--- config.mk ---
export PLATFORM = sky130hd
export DESIGN_NAME = branch_target_buffer
export DESIGN_NICKNAME = d
export VERILOG_FILES = /design/src/rtl/branch_target_buffer.sv
export SDC_FILE = /design/constraint.sdc
export NUM_CORES = 2
export LEC_CHECK = 0
export CORE_MARGIN = 5
export CORE_UTILIZATION = 40
export CTS_BUF_LIST = sky130_fd_sc_hd__clkbuf_8
export DETAILED_ROUTE_END_ITERATION = 16
export GPL_TIMING_DRIVEN = 1
export HOLD_SLACK_MARGIN = 0.02
export PLACE_DENSITY = 0.66
export SKIP_CTS_REPAIR_TIMING = 1
export SLEW_MARGIN = 5
export SYNTH_ARGS = -nofsm -noshare
export SYNTH_HDL_FRONTEND = slang
export SYNTH_SLANG_ARGS = --single-unit
--- constraint.sdc ---
create_clock -name clock -period 12.5 [get_ports clock]
set_input_delay 1.25 -clock clock [delete_from_list [all_inputs] [get_ports clock]]
set_output_delay 1.25 -clock clock [all_outputs]
set_load 0.005 [all_outputs]
--- src/rtl/branch_target_buffer.sv ---
// Fully-associative branch target buffer with true-LRU replacement, flush and hit/mispredict statistics.
// Latency: lookup is combinational on the state as of the last edge; updates take effect at the next edge.
// Backpressure: none; an update is accepted on every cycle that upd_valid is high.
//
// Ports:
//   clock, reset          rising-edge clock, synchronous active-high reset
//   if_pc                 fetch PC to look up
//   predict_hit/taken     lookup result; taken needs a hit and the counter MSB set
//   predict_target        stored target when predict_taken, else 0
//   upd_valid/pc/taken/   resolved-branch update from EX
//   upd_target/mispredict
//   flush                 invalidate every entry (ranks, counters and statistics are kept)
//   hit_count             saturating count of updates that hit an entry
//   mispredict_count      saturating count of updates flagged as mispredicted
module branch_target_buffer #(
    parameter int ENTRIES = 8,
    parameter int ADDR_W  = 32,
    parameter int CNT_W   = 2,
    parameter int STAT_W  = 16
) (
    input  logic              clock,
    input  logic              reset,
    input  logic [ADDR_W-1:0] if_pc,
    output logic              predict_hit,
    output logic              predict_taken,
    output logic [ADDR_W-1:0] predict_target,
    input  logic              upd_valid,
    input  logic [ADDR_W-1:0] upd_pc,
    input  logic              upd_taken,
    input  logic [ADDR_W-1:0] upd_target,
    input  logic              upd_mispredict,
    input  logic              flush,
    output logic [STAT_W-1:0] hit_count,
    output logic [STAT_W-1:0] mispredict_count
);

    localparam int RANK_W = $clog2(ENTRIES);

    localparam logic [CNT_W-1:0]  CNT_MAX   = {CNT_W{1'b1}};
    localparam logic [CNT_W-1:0]  CNT_WEAK  = CNT_W'(1 << (CNT_W - 1));
    localparam logic [RANK_W-1:0] RANK_LAST = RANK_W'(ENTRIES - 1);
    localparam logic [STAT_W-1:0] STAT_MAX  = {STAT_W{1'b1}};

    // Entry storage
    logic [ENTRIES-1:0] r_valid;
    logic [ADDR_W-1:0]  r_tag    [ENTRIES];
    logic [ADDR_W-1:0]  r_target [ENTRIES];
    logic [CNT_W-1:0]   r_cnt    [ENTRIES];
    logic [RANK_W-1:0]  r_rank   [ENTRIES];

    logic [STAT_W-1:0]  r_hit_count;
    logic [STAT_W-1:0]  r_mp_count;

    // Fetch-side lookup
    logic               w_lk_hit;
    logic [RANK_W-1:0]  w_lk_idx;
    logic               w_lk_taken;

    // Update-side lookup and replacement
    logic               w_up_hit;
    logic [RANK_W-1:0]  w_up_idx;
    logic               w_any_free;
    logic [RANK_W-1:0]  w_free_idx;
    logic [RANK_W-1:0]  w_lru_idx;
    logic [RANK_W-1:0]  w_victim_idx;
    logic               w_touch_en;
    logic [RANK_W-1:0]  w_touch_idx;
    logic [RANK_W-1:0]  w_touch_rank;
    logic [CNT_W-1:0]   w_cnt_cur;
    logic [CNT_W-1:0]   w_cnt_next;

    // Scanning from the top down lets the lowest matching index win without
    // reading the partial result back inside the loop.
    always_comb begin
        w_lk_hit = 1'b0;
        w_lk_idx = '0;
        for (int i = ENTRIES - 1; i >= 0; i--) begin
            if (r_valid[i] && (r_tag[i] == if_pc)) begin
                w_lk_hit = 1'b1;
                w_lk_idx = RANK_W'(i);
            end
        end
    end

    assign w_lk_taken     = w_lk_hit && r_cnt[w_lk_idx][CNT_W-1];
    assign predict_hit    = w_lk_hit;
    assign predict_taken  = w_lk_taken;
    assign predict_target = w_lk_taken ? r_target[w_lk_idx] : '0;

    always_comb begin
        w_up_hit   = 1'b0;
        w_up_idx   = '0;
        w_any_free = 1'b0;
        w_free_idx = '0;
        w_lru_idx  = '0;
        for (int i = ENTRIES - 1; i >= 0; i--) begin
            if (r_valid[i] && (r_tag[i] == upd_pc)) begin
                w_up_hit = 1'b1;
                w_up_idx = RANK_W'(i);
            end
            if (!r_valid[i]) begin
                w_any_free = 1'b1;
                w_free_idx = RANK_W'(i);
            end
            // Ranks are a permutation, so exactly one entry holds the last rank.
            if (r_rank[i] == RANK_LAST) begin
                w_lru_idx = RANK_W'(i);
            end
        end
    end

    assign w_victim_idx = w_any_free ? w_free_idx : w_lru_idx;

    // Only a hit or a taken miss (allocation) touches the LRU order.
    assign w_touch_en   = upd_valid && (w_up_hit || upd_taken);
    assign w_touch_idx  = w_up_hit ? w_up_idx : w_victim_idx;
    assign w_touch_rank = r_rank[w_touch_idx];

    // Saturation is checked before stepping so the counter never wraps.
    assign w_cnt_cur = r_cnt[w_up_idx];
    always_comb begin
        w_cnt_next = w_cnt_cur;
        if (upd_taken) begin
            if (w_cnt_cur != CNT_MAX) begin
                w_cnt_next = w_cnt_cur + 1'b1;
            end
        end else begin
            if (w_cnt_cur != '0) begin
                w_cnt_next = w_cnt_cur - 1'b1;
            end
        end
    end

    always_ff @(posedge clock) begin
        if (reset) begin
            r_valid     <= '0;
            r_hit_count <= '0;
            r_mp_count  <= '0;
            for (int i = 0; i < ENTRIES; i++) begin
                r_tag[i]    <= '0;
                r_target[i] <= '0;
                r_cnt[i]    <= '0;
                r_rank[i]   <= RANK_W'(i);
            end
        end else if (flush) begin
            // A same-cycle update, including its statistics, is dropped.
            r_valid <= '0;
        end else if (upd_valid) begin
            if (w_up_hit) begin
                r_cnt[w_up_idx] <= w_cnt_next;
                if (upd_taken) begin
                    r_target[w_up_idx] <= upd_target;
                end
                if (r_hit_count != STAT_MAX) begin
                    r_hit_count <= r_hit_count + 1'b1;
                end
            end else if (upd_taken) begin
                r_valid[w_victim_idx]  <= 1'b1;
                r_tag[w_victim_idx]    <= upd_pc;
                r_target[w_victim_idx] <= upd_target;
                r_cnt[w_victim_idx]    <= CNT_WEAK;
            end

            if (w_touch_en) begin
                for (int i = 0; i < ENTRIES; i++) begin
                    if (RANK_W'(i) == w_touch_idx) begin
                        r_rank[i] <= '0;
                    end else if (r_rank[i] < w_touch_rank) begin
                        r_rank[i] <= r_rank[i] + 1'b1;
                    end
                end
            end

            if (upd_mispredict && (r_mp_count != STAT_MAX)) begin
                r_mp_count <= r_mp_count + 1'b1;
            end
        end
    end

    assign hit_count        = r_hit_count;
    assign mispredict_count = r_mp_count;

endmodule

==> flow_summary.yaml <==
grt:
  gr-total-overflow: 0
  grt_use_total_pct: 23.0
  grt_max_degree: 59
  grt_pass1_wl_mm: 154
  antenna_found_initial: 7
  grt_pass1_vias: 23448
synthesis:
  yosysUniqueCellTypes: 74
  ys.flop_type: "edfxtp_1"
  avgSynthCellArea_um2: 11.6
  netlist.area_leader.share_pct: 49.6
  synthAdderAreaFrac_pct: 0.973
  synth-warning-count: 0
  synth_mux_area_share_pct: 7.71
  async_reset_ff_share_pct: 0
  synth-compound-area-share_pct: 3.16
  synth_top_area_cell: "edfxtp_1"
  syn_nets: 3008
  synth_edf_count: 552
  syn_inst: 2880
  yosys.area_share.simple_pct: 19.5
  ys_seq_area_share_pct: 52.0
  synth_area_leaders: "edfxtp_1 (50%), and2_1 (10%), xor2_1 (10%)"
  synth_xor_area_share_pct: 13.9
  synth_seq_cells: 592
  synth_top_family_by_area: "simple AND/OR/NAND/NOR gates"
  syn_area_um2: 33400
setup_path:
  cp_max_fo: 38
  r2r-end: "r_target[5][27]"
  crit_path_start_kind: "primary input"
  rr_worst_depth: 11
  r2r-start: "r_tag[4][28]"
  criticalPathCategory: "in2out"
  worstPathArrival_ns: 7.04
  cp_data_required_time_ns: 11.25
  reg2reg_slack_ns: 6.77
  critPathCaptureType: "output port"
sta:
  rsz0062_at_grt: "no"
  period_share_pct: 66.3
  tns_ns: 0
  hold_ws_ns: 0.500
  worst_pin_slew_ns: 1.25
  fmax_ghz: 0.121
  finalHoldViolations: 0
  setup_viol: 0
  fin_crit_ns: 8.29
  max_slew_margin_pct: 16.7
  fin_ws_ns: 4.21
  finalMaxSlewViolations: 0
  worst_clock_skew_ns: 0.0800
placement:
  dp_hpwl_mm: 65.7
  place_congestion: 1.01
  io_buffers: 167
  pre_cts_slack_ns: 4.29
power_and_ir_drop:
  power_density_nw_per_um2: 116
  pwr-share-seq_pct: 50.9
  p_int_w: 0.00326
  p_clk_share_pct: 39.4
  p_leak_nw: 15.5
  p_sw_w: 0.00121
  pwr-share-comb_pct: 9.7
  max-vdd-ir-drop_mv: 0.0872
  swShare_pct: 27.0
clock_network:
  clock-root-buffer: "clkbuf_8"
  ctsLongestPathBuffers: 3
  h-tree-depth: 3
  clock_sinks: 592
  cts_inserted_buffers: 104
  clk_pin_slew_worst_paths_ns: 0.06
  tritoncts: "done"
  clk_latency_ns: 0.78
floorplanning:
  fp.dieArea_um2: 89500
  start_util_pct: 40.2
  core_area_um2: 83300
  io_pins: 168
  die_h_um: 299
  rows: 106
  die_w_um: 299
finish:
  nets: 3164
  nFillCells: 7642
  final_cell_mix: "edfxtp_1 (552), and2_1 (535), xor2_1 (381), mux2i_1 (215), clkdlybuf4s50_1 (166)"
  multiInputGateArea_um2: 15300
  final_common_cell: "edfxtp_1"
  syn_to_final_growth_pct: 14.9
  drive_gt1_share_pct: 9.36
  seqCellArea_um2: 17400
drt:
  dr_total_vias: 23581
  drtIter0Drc: 2494
  vias_per_cell: 5.61
  wl_mm: 106
  first_pass_iters: 8
  ant_nets: 0
  post_drt_wl_per_cell_um: 25.3
  drc: 0
hold_path:
  min-delay-start: "hit_count[1]"
  min_to: "hit_count[1]"
  holdPathStages: 2
  hold_class: "reg2reg"
run_status:
  status: "finished, final reports clean"
run:
  cap_violations: 0
==> per-layer routing <==
metal	GRT usage [%]	vias up	part of all wire [%]
li1	-	10558	-
met1	31.6	11577	42
met2	35.7	1182	45
met3	4.14	264	8.4
met4	10.6	0	4.6
met5	0	-	0
==> sequential cells by signal (all words and copies together) (netlist names) <==
register          count
hit_count            16
mispredict_count     16
r_cnt                16
r_rank               24
r_tag               256
r_target            256
r_valid               8
==> power by group through the flow <==
stage / Clock (W) / Sequential (W) / Combinational [W]
4_1_cts: 0.00179 / 0.00228 / 0.000425
3_3_place_gp: 0 / 0.00232 / 0.000423
2_1_floorplan: 0 / 0.00231 / 0.000251
6_report: 0.00176 / 0.00228 / 0.000435
3_5_place_dp: 0 / 0.00232 / 0.000423
5_1_grt: 0.00189 / 0.00228 / 0.000457
==> layout make-up <==
cell class	count	area share, %
diodes	5	0.0326
clock buffers	108	3.87
clock inverters	83	1.48
inverters	25	0.244
multi-input cells	2073	39.9
flip-flops and latches	592	45.2
well taps	1080	3.52
repair buffers	240	5.76
==> stage by stage <==
step                      total power [W]  utilization [%]  cell area [um2]  instances
final                             0.00447             46.1            38400       4206
after global routing              0.00463             46.1            38400       4205
after CTS                         0.00449             46.1            38400       4201
after detailed placement          0.00274             43.6            36400       4010
after global placement            0.00274             43.6            36400       4010
after floorplan                   0.00256                -            33400       2880
==> synth_stat cells (13+ instances only) <==
cell      count
o21ai_0      37
nor4b_1      13
or3_1        20
ha_1         26
dfxtp_1      40
nand4_1      64
clkbuf_1    107
edfxtp_1    552
mux2_2       38
and2_1      535
nor3_1       34
mux2i_1     215
a21oi_1      14
nor4_1      126
a21o_1       13
xor2_1      381
nor2_1      106
nand3_1      47
inv_1        25
nand2_1      85
xnor2_1     150
buf_2        72
a211oi_1     14
==> worst max path at each step <==
stage / slack (ns) / from / end
6_report: 4.21 / if_pc[4] / predict_target[27]
3_5_place_dp: 4.29 / if_pc[4] / predict_target[27]
5_1_grt: 3.99 / if_pc[4] / predict_target[21]
3_3_place_gp: 4.42 / if_pc[30] / predict_target[21]
2_1_floorplan: 6.28 / upd_pc[11] / r_target[0][0]
4_1_cts: 4.30 / if_pc[4] / predict_target[27]
==> critical path: stages <==
cell,delay (ns)
clkdlybuf4s50_1,0.98
xnor2_1,0.43
nand4_1,0.12
nor4_1,0.31
nand4_1,0.12
or4_1,0.74
a21boi_0,0.22
o21ai_0,0.29
nand2_4,0.44
mux2i_1,0.24
mux2_2,0.32
o22ai_4,0.74
and2_1,0.26
clkdlybuf4s50_1,0.51
==> kinds of logic after synthesis <==
kind of cell    Yosys count
simple gates           1110
flops                   592
xor+xnor                531
mux                     253
buf+inv                 215
compound gates          153
fa+ha+maj                26
Note: power is estimated with default switching activity, not from simulation.
